### src/rtl/psum_accum_array.sv
// rtl/psum_accum_array.sv - multi-lane partial-sum accumulator with relu, saturate/wrap narrowing and sticky overflow

module psum_accum_array #(
    parameter int NUM_KERNEL = 4,
    parameter int BIT_WIDTH  = 8,
    parameter int ACC_WIDTH  = 24,
    parameter int OUT_WIDTH  = 8,
    parameter int REG_WIDTH  = 32
) (
    input  logic                            clk,
    input  logic                            rst,
    input  logic [BIT_WIDTH*NUM_KERNEL-1:0] i_psum,
    input  logic [NUM_KERNEL-1:0]           i_psum_val,
    output logic [OUT_WIDTH*NUM_KERNEL-1:0] o_psum,
    output logic [NUM_KERNEL-1:0]           o_psum_val,
    output logic [NUM_KERNEL-1:0]           o_ovf,
    output logic                            o_busy,
    input  logic [REG_WIDTH-1:0]            i_conf_ctrl,
    input  logic [REG_WIDTH-1:0]            i_conf_cnt,
    input  logic [REG_WIDTH-1:0]            i_conf_knx
);

    // Narrowing bounds expressed in accumulator width so comparisons stay signed and same-sized.
    localparam logic signed [ACC_WIDTH-1:0] OUT_MAX =
        {{(ACC_WIDTH-OUT_WIDTH+1){1'b0}}, {(OUT_WIDTH-1){1'b1}}};
    localparam logic signed [ACC_WIDTH-1:0] OUT_MIN = ~OUT_MAX;

    // Decoded configuration shared by all lanes.
    logic                 cfg_en;
    logic                 cfg_relu;
    logic                 cfg_sat;
    logic                 cfg_clear;
    logic [REG_WIDTH-1:0] cfg_cnt;

    assign cfg_en    = i_conf_ctrl[0];
    assign cfg_relu  = i_conf_ctrl[1];
    assign cfg_sat   = i_conf_ctrl[2];
    assign cfg_clear = i_conf_ctrl[3];
    // A group size of zero behaves as one psum per group.
    assign cfg_cnt   = (i_conf_cnt == '0) ? REG_WIDTH'(1) : i_conf_cnt;

    // Reserved configuration bits are intentionally ignored.
    logic unused_cfg_bits;
    assign unused_cfg_bits = ^{i_conf_ctrl[REG_WIDTH-1:4], i_conf_knx[REG_WIDTH-1:NUM_KERNEL]};

    // Per-lane next-state busy indication, combined into the registered o_busy.
    logic [NUM_KERNEL-1:0] lane_busy_d;

    genvar k;
    generate
        for (k = 0; k < NUM_KERNEL; k++) begin : g_lane
            logic [REG_WIDTH-1:0]        cnt_q;
            logic [REG_WIDTH-1:0]        cnt_d;
            logic [REG_WIDTH-1:0]        cnt_lat_q;
            logic                        relu_lat_q;
            logic                        sat_lat_q;
            logic signed [ACC_WIDTH-1:0] acc_q;
            logic [OUT_WIDTH-1:0]        psum_q;
            logic                        val_q;
            logic                        ovf_q;

            logic                        accept;
            logic                        idle;
            logic                        done;
            logic [REG_WIDTH-1:0]        cnt_inc;
            logic [REG_WIDTH-1:0]        grp_cnt;
            logic                        grp_relu;
            logic                        grp_sat;
            logic signed [ACC_WIDTH-1:0] in_ext;
            logic signed [ACC_WIDTH-1:0] sum_add;
            logic signed [ACC_WIDTH-1:0] acc_next;
            logic signed [ACC_WIDTH-1:0] relu_val;
            logic signed [ACC_WIDTH-1:0] wrap_ext;
            logic                        add_ovf;
            logic [OUT_WIDTH-1:0]        narrow_val;
            logic                        narrow_ovf;

            // Accept, accumulate and narrow for this lane; config is taken live only on the group's first psum.
            always_comb begin
                accept     = i_psum_val[k] & cfg_en & i_conf_knx[k] & ~cfg_clear;
                idle       = (cnt_q == '0);
                cnt_inc    = cnt_q + REG_WIDTH'(1);
                grp_cnt    = idle ? cfg_cnt  : cnt_lat_q;
                grp_relu   = idle ? cfg_relu : relu_lat_q;
                grp_sat    = idle ? cfg_sat  : sat_lat_q;
                in_ext     = ACC_WIDTH'($signed(i_psum[k*BIT_WIDTH +: BIT_WIDTH]));
                sum_add    = acc_q + in_ext;
                // Signed overflow: operands agree in sign but the sum does not.
                add_ovf    = ~idle & (acc_q[ACC_WIDTH-1] == in_ext[ACC_WIDTH-1])
                                   & (sum_add[ACC_WIDTH-1] != acc_q[ACC_WIDTH-1]);
                acc_next   = idle ? in_ext : sum_add;
                done       = accept & (cnt_inc == grp_cnt);

                relu_val   = (grp_relu && acc_next[ACC_WIDTH-1]) ? '0 : acc_next;
                wrap_ext   = ACC_WIDTH'($signed(relu_val[OUT_WIDTH-1:0]));
                narrow_val = relu_val[OUT_WIDTH-1:0];
                narrow_ovf = 1'b0;
                if (grp_sat) begin
                    if (relu_val > OUT_MAX) begin
                        narrow_val = OUT_MAX[OUT_WIDTH-1:0];
                        narrow_ovf = 1'b1;
                    end else if (relu_val < OUT_MIN) begin
                        narrow_val = OUT_MIN[OUT_WIDTH-1:0];
                        narrow_ovf = 1'b1;
                    end
                end else begin
                    narrow_ovf = (wrap_ext != relu_val);
                end

                cnt_d = cnt_q;
                if (cfg_clear || done) begin
                    cnt_d = '0;
                end else if (accept) begin
                    cnt_d = cnt_inc;
                end
            end

            // Lane state: counter, accumulator, latched group config, result register and sticky flag.
            always_ff @(posedge clk) begin
                if (rst) begin
                    cnt_q      <= '0;
                    cnt_lat_q  <= '0;
                    relu_lat_q <= 1'b0;
                    sat_lat_q  <= 1'b0;
                    acc_q      <= '0;
                    psum_q     <= '0;
                    val_q      <= 1'b0;
                    ovf_q      <= 1'b0;
                end else if (cfg_clear) begin
                    cnt_q      <= '0;
                    acc_q      <= '0;
                    val_q      <= 1'b0;
                    ovf_q      <= 1'b0;
                end else begin
                    cnt_q <= cnt_d;
                    val_q <= done;
                    ovf_q <= ovf_q | (accept & add_ovf) | (done & narrow_ovf);
                    if (done) begin
                        acc_q  <= '0;
                        psum_q <= narrow_val;
                    end else if (accept) begin
                        acc_q <= acc_next;
                        if (idle) begin
                            cnt_lat_q  <= cfg_cnt;
                            relu_lat_q <= cfg_relu;
                            sat_lat_q  <= cfg_sat;
                        end
                    end
                end
            end

            assign lane_busy_d[k]                   = (cnt_d != '0);
            assign o_psum[k*OUT_WIDTH +: OUT_WIDTH] = psum_q;
            assign o_psum_val[k]                    = val_q;
            assign o_ovf[k]                         = ovf_q;
        end
    endgenerate

    // Registered busy: high while any lane is mid-group.
    logic busy_q;

    always_ff @(posedge clk) begin
        if (rst) begin
            busy_q <= 1'b0;
        end else begin
            busy_q <= |lane_busy_d;
        end
    end

    assign o_busy = busy_q;

endmodule

### config.mk
export PLATFORM = sky130hd
export DESIGN_NAME = psum_accum_array
export DESIGN_NICKNAME = d
export VERILOG_FILES = /design/src/rtl/psum_accum_array.sv
export SDC_FILE = /design/constraint.sdc
export NUM_CORES = 1
export LEC_CHECK = 0
export ABC_CLOCK_PERIOD_IN_PS = 3900
export CORE_ASPECT_RATIO = 1.75
export CORE_MARGIN = 2
export CORE_UTILIZATION = 50
export DETAILED_ROUTE_END_ITERATION = 8
export PLACE_DENSITY = 0.71
export SYNTH_ARGS = -nofsm -noshare
export SYNTH_HDL_FRONTEND = slang
export SYNTH_SLANG_ARGS = --single-unit
### constraint.sdc
create_clock -name clk -period 3.9 [get_ports clk]
set_input_delay 0.39 -clock clk [delete_from_list [all_inputs] [get_ports clk]]
set_output_delay 0.39 -clock clk [all_outputs]
set_load 0.01 [all_outputs]
After elaboration in Yosys (flattened, before gate mapping):

Index checks and enable logic that the tools add are counted.

* word-level logic and storage cells: 198
* flip-flop bits (word level): 401
* input bits: 134

* $lt $le $gt $ge: 8
* add/subtract/negate cells: 8
* reduce and logical (&&, ||, !) cells: 31
* bitwise gates (word level): 49
* multiplexer cells: 53
* equality and inequality tests: 16

Operators with widths (count)
* 2-to-1 mux 32 bit: 13
* 2-to-1 mux 24 bit: 8
* logical NOT 32 bit: 5
* adder 32 x 1 -> 32 bit, second input constant: 4
* equality test 32 bit: 4
* nonzero test 32 bit: 4
* adder 24 x 8 -> 24 bit: 4
* greater-than comparator 24 x 8 -> 1 bit, second input constant: 4
* less-than comparator 24 x 8 -> 1 bit, second input constant: 4
* 2-to-1 mux 8 bit: 12
* inequality test 1 x 16 -> 1 bit: 4
* AND 1 bit: 32
* 2-to-1 mux 1 bit: 20
* AND reduction 3 bit: 4
* OR reduction 3 bit: 4
* NOT 1 bit: 9
* bitwise OR 1 bit: 8
* AND reduction 2 bit: 4
* equality test 1 bit: 4
* logical AND 1 bit: 4
* logical OR 1 bit: 4
* inequality test 1 bit: 4
* OR reduction 4 bit: 1
* OR reduction 2 bit: 1

Depth between registers and ports, before layout:

* depth after elaboration: 10
* depth in mapped cells: 18
* gate-level depth less buffers: 14

Worst setup path after synthesis:

OpenSTA, ideal clock, no wires.

* path kind: input -> register
* from: in i_psum[9]
* to: reg g_lane[1].ovf_q
* library setup time: 0.114 ns
* setup slack: -0.011 ns
* stages on the path: 11
* data arrival time: 3.797 ns
* buffers on the path: 0
* cell sequence: ha_1 -> a211oi_1 -> o211ai_1 -> a41oi_1 -> a211oi_1 -> o31ai_1 -> xnor2_1 -> o21ai_0 -> or4b_2 -> a31o_2 -> a21bo_1

* cells in the longest elaborated chain, start to end: 10
* elaborated cells on any way between the ends: 16
* classes of those cells: 1 x add/sub; 2 x order compare; 2 x eq/ne; 5 x mux; 5 x bitwise; 1 x reduce/logical

RTL lines
* from (decl): RTL line 12 `input logic [BIT_WIDTH*NUM_KERNEL-1:0] i_psum,`
* adder 24 x 8 -> 24 bit: RTL line 87 `sum_add = acc_q + in_ext;`
* 2-to-1 mux 24 bit: RTL line 91 `acc_next = idle ? in_ext : sum_add;`
* logical AND 1 bit: RTL line 94 `relu_val = (grp_relu && acc_next[ACC_WIDTH-1]) ? '0 : acc_next;`
* 2-to-1 mux 24 bit: RTL line 94
* less-than comparator 24 x 8 -> 1 bit: RTL line 102 `end else if (relu_val < OUT_MIN) begin`
* 2-to-1 mux 1 bit: RTL line 102
* 2-to-1 mux 1 bit: RTL line 99 `if (relu_val > OUT_MAX) begin`
* 2-to-1 mux 1 bit: RTL line 98 `if (grp_sat) begin`
* AND 1 bit: RTL line 137 `ovf_q <= ovf_q | (accept & add_ovf) | (done & narrow_ovf);`
* bitwise OR 1 bit *: RTL line 137
* to (signal assigned): RTL line 137
* to (decl): RTL line 60 `logic ovf_q;`

Every way passes the cells marked *; elsewhere a longest branch is shown, timed or not.
A chain may end at the register's enable or synchronous reset.

Worst setup path after layout:

* from: reg g_lane[2].cnt_q[14]
* to: reg g_lane[2].acc_q[19]

* cells in the longest elaborated chain, start to end: 5
* elaborated cells on any way between the ends: 7
* classes of those cells: 1 x add/sub; 1 x eq/ne; 2 x mux; 1 x bitwise; 2 x reduce/logical

RTL lines
* from (decl): RTL line 52 `logic [REG_WIDTH-1:0] cnt_q;`
* from (signal assigned): RTL line 135 `cnt_q <= cnt_d;`
* branches (longest 5 deep; another with adder 32 x 1 -> 32 bit)
* to (signal assigned): RTL line 142 `acc_q <= acc_next;`
* to (decl): RTL line 57 `logic signed [ACC_WIDTH-1:0] acc_q;`

Several ways; the timed one is not identified.

==> flow_metrics.env <==
export IMPL_slew_violations=0
export IMPL_die_w_um=190
export IMPL_synthTopCellsByArea="dfxtp_1, xnor2_1, mux2i_1, nor2_1, xor2_1"
export IMPL_cts_sinks=401
export IMPL_io_buffers=118
export IMPL_grt_setup_unrepaired="yes"
export IMPL_required_ns=4.41
export IMPL_worstSetupPathType="flop to flop"
export IMPL_fmax_mhz=251
export IMPL_rows=119
export IMPL_path_clk_slew_ns=0.07
export IMPL_layout_nets=4838
export IMPL_worst_pin_slew_ns=1.00
export IMPL_drt_iter0_drc=1763
export IMPL_async_flop_share=0
export IMPL_yosysSeqAreaShare=0.264
export IMPL_start_util=0.505
export IMPL_synth_top_area_share=0.264
export IMPL_grt_max_degree=67
export IMPL_synthDistinctLibCells=99
export IMPL_routed_wl_um=114000
export IMPL_power_density_mw_per_mm2=253
export IMPL_synthFlopType="dfxtp_1"
export IMPL_synth_common_cells="nor2_1, dfxtp_1, nand2_1"
export IMPL_die_area_sq_mm=0.0628
export IMPL_numCtsBuffers=43
export IMPL_firstDrtPassIters=6
export IMPL_finalClockSkew_ns=0.0222
export IMPL_synth_most_common_cell="nor2_1"
export IMPL_hpwl_um=84200
export IMPL_synth_edff_count=0
export IMPL_yosys_warnings=0
export IMPL_netlist_area_sq_mm=0.0304
export IMPL_finalWorstSetupSlack_ns=-0.0900
export IMPL_coreArea_sq_mm=0.0602
export IMPL_critPathCaptureType="flop"
export IMPL_ioPinCount=175
export IMPL_finalHoldViolCount=0
export IMPL_finalSetupTns_ns=-3.16
export IMPL_clk_latency_ns=0.63
export IMPL_relSlewSlack=0.330
export IMPL_fin_crit_ns=3.99
export IMPL_syn_area_per_cell_sq_um=7.70
export IMPL_post_route_period_util=1.02
export IMPL_synthCells=3947
export IMPL_grt_pass1_wl_um=171000
export IMPL_setup_violations=90
export IMPL_place_inst=5276
export IMPL_vias=33000
export IMPL_clk_path_buf_depth=3
export IMPL_avgViaCountPerCell=6.09
export IMPL_cts_root_buf="clkbuf_16"
export IMPL_cts_tree="done"
export IMPL_fin_cells=5420
export IMPL_crit_fanout=7
export IMPL_violations="negative setup slack"
export IMPL_grt_pass1_vias=32400
export IMPL_drive_gt1_frac=0.250
export IMPL_area_growth_pct=34.5
export IMPL_leakagePower_uw=0.0169
export IMPL_hold_path_class="input port to flop"
export IMPL_fin_hold_ws_ns=0.274
export IMPL_htreeDepth=2
export IMPL_drcViolationCount=0
export IMPL_gp_congestion=0.998
export IMPL_dieHeight_um=330
export IMPL_synth_top_cell_by_area="dfxtp_1"
export IMPL_ys_seq_elements=401
export IMPL_grt_usage=0.344
export IMPL_wl_per_cell_um=21.1
export IMPL_status="finished with violations"
export IMPL_fin_area_sq_mm=0.0409
export IMPL_arrival_ns=4.50
export IMPL_antenna_found_initial=3
export IMPL_ir_worst_vdd_v=0.000327
export IMPL_critPathLaunchType="flop"
export IMPL_fillers=4955
export IMPL_drtAntennaViolNets=0
export IMPL_syn_num_nets=4185
export IMPL_dpl_instance_area_sq_mm=0.0370
export IMPL_drv_cap=0
export IMPL_grt_ovfl_total=0
logic make-up after synthesis:
logic type               count (synthesis)  synth area share
adder cells (fa/ha/maj)                104            0.0438
buffers and inverters                  371            0.0510
flip-flops                             401             0.264
multiplexers                           238            0.0787
XOR/XNOR                               420             0.122
AO/OA/AOI/OAI                          784             0.176
AND/OR/NAND/NOR                       1629             0.265
layer usage:
layer	track usage	part of all wire
met2	0.641	0.51
met4	0.274	0.096
met5	0	0.00020
met1	0.332	0.34
met3	0.0573	0.058
per-stage QoR:
step           worst slack [ns]  power [uW]   util
6_report                -0.0900       10400  0.680
4_1_cts                -0.00124       10200  0.649
2_1_floorplan            0.0101        5100      -
5_1_grt                  -0.244       10600  0.680
3_5_place_dp             -0.678        5830  0.616
3_3_place_gp             -0.694        5810  0.616
where the power goes:
| group | switching (uW) | internal, uW |
|---|---|---|
| Clock | 2020 | 2370 |
| Sequential | 30.5 | 4140 |
| Combinational | 975 | 816 |
| Total | 3030 | 7330 |
state kept, by name, summed over array words and instances (netlist names):
register           count
g_lane.acc_q          96
g_lane.sat_lat_q       4
g_lane.psum_q         32
g_lane.cnt_q         128
g_lane.val_q           4
g_lane.relu_lat_q      4
g_lane.ovf_q           4
o_busy                 1
g_lane.cnt_lat_q     128
worst paths after layout:
kind | start | endpoint | slack, ns | cells past startpoint
max reg2reg | g_lane[2].cnt_q[14] | g_lane[2].acc_q[19] | -0.09 | 18
max | g_lane[2].cnt_q[14] | g_lane[2].acc_q[19] | -0.09 | 18
min reg2reg | g_lane[3].acc_q[14] | g_lane[3].acc_q[14] | 0.46 | 2
min | rst | g_lane[1].relu_lat_q | 0.27 | 2
critical path, cell delays in order, from the launching register on:
cell and delay, ns:
dfxtp_2 0.34, nor4_4 0.28, buf_4 0.16, buf_4 0.10
nand4_1 0.10, buf_6 0.17, nor2_4 0.13, buf_12 0.15
buf_4 0.12, mux2i_2 0.27, xnor2_2 0.18, nand4_1 0.12
or4_4 0.42, or4_4 0.53, nor3_4 0.17, nand2b_4 0.23
buf_8 0.17, clkbuf_16 0.18, nor3_2 0.05
cell usage in the layout (no fill, tap or decap), types with 97 or more instances in the layout:
| master | count |
|---|---|
| clkdlybuf4s50_1 | 116 |
| nor3_1 | 128 |
| a21oi_1 | 184 |
| nor2_1 | 501 |
| xnor2_1 | 257 |
| buf_4 | 732 |
| nand3_1 | 151 |
| xor2_1 | 146 |
| mux2i_1 | 199 |
| nand2_1 | 305 |
| o21ai_0 | 97 |
| dfxtp_1 | 390 |
area by class of cell:
type | count | area, sq um | share of cell area
Multi-Input combinational cell | 3175 | 22300 | 0.546
Sequential cell | 401 | 8040 | 0.197
Timing Repair Buffer | 912 | 7860 | 0.192
Clock buffer | 53 | 1160 | 0.0285
Tap cell | 786 | 983 | 0.0241
Clock inverter | 25 | 279 | 0.00683
Inverter | 67 | 251 | 0.00615
Antenna cell | 1 | 2.50 | 0.0000612
what timing repair did:
item,CTS,global route
setup endpoints to repair,148,340
hold buffers,0,0
setup buffers,19,34
cloned,6,14
resized for setup,59,281
pin swaps,22,101
Note: power is estimated with default switching activity, not from simulation.
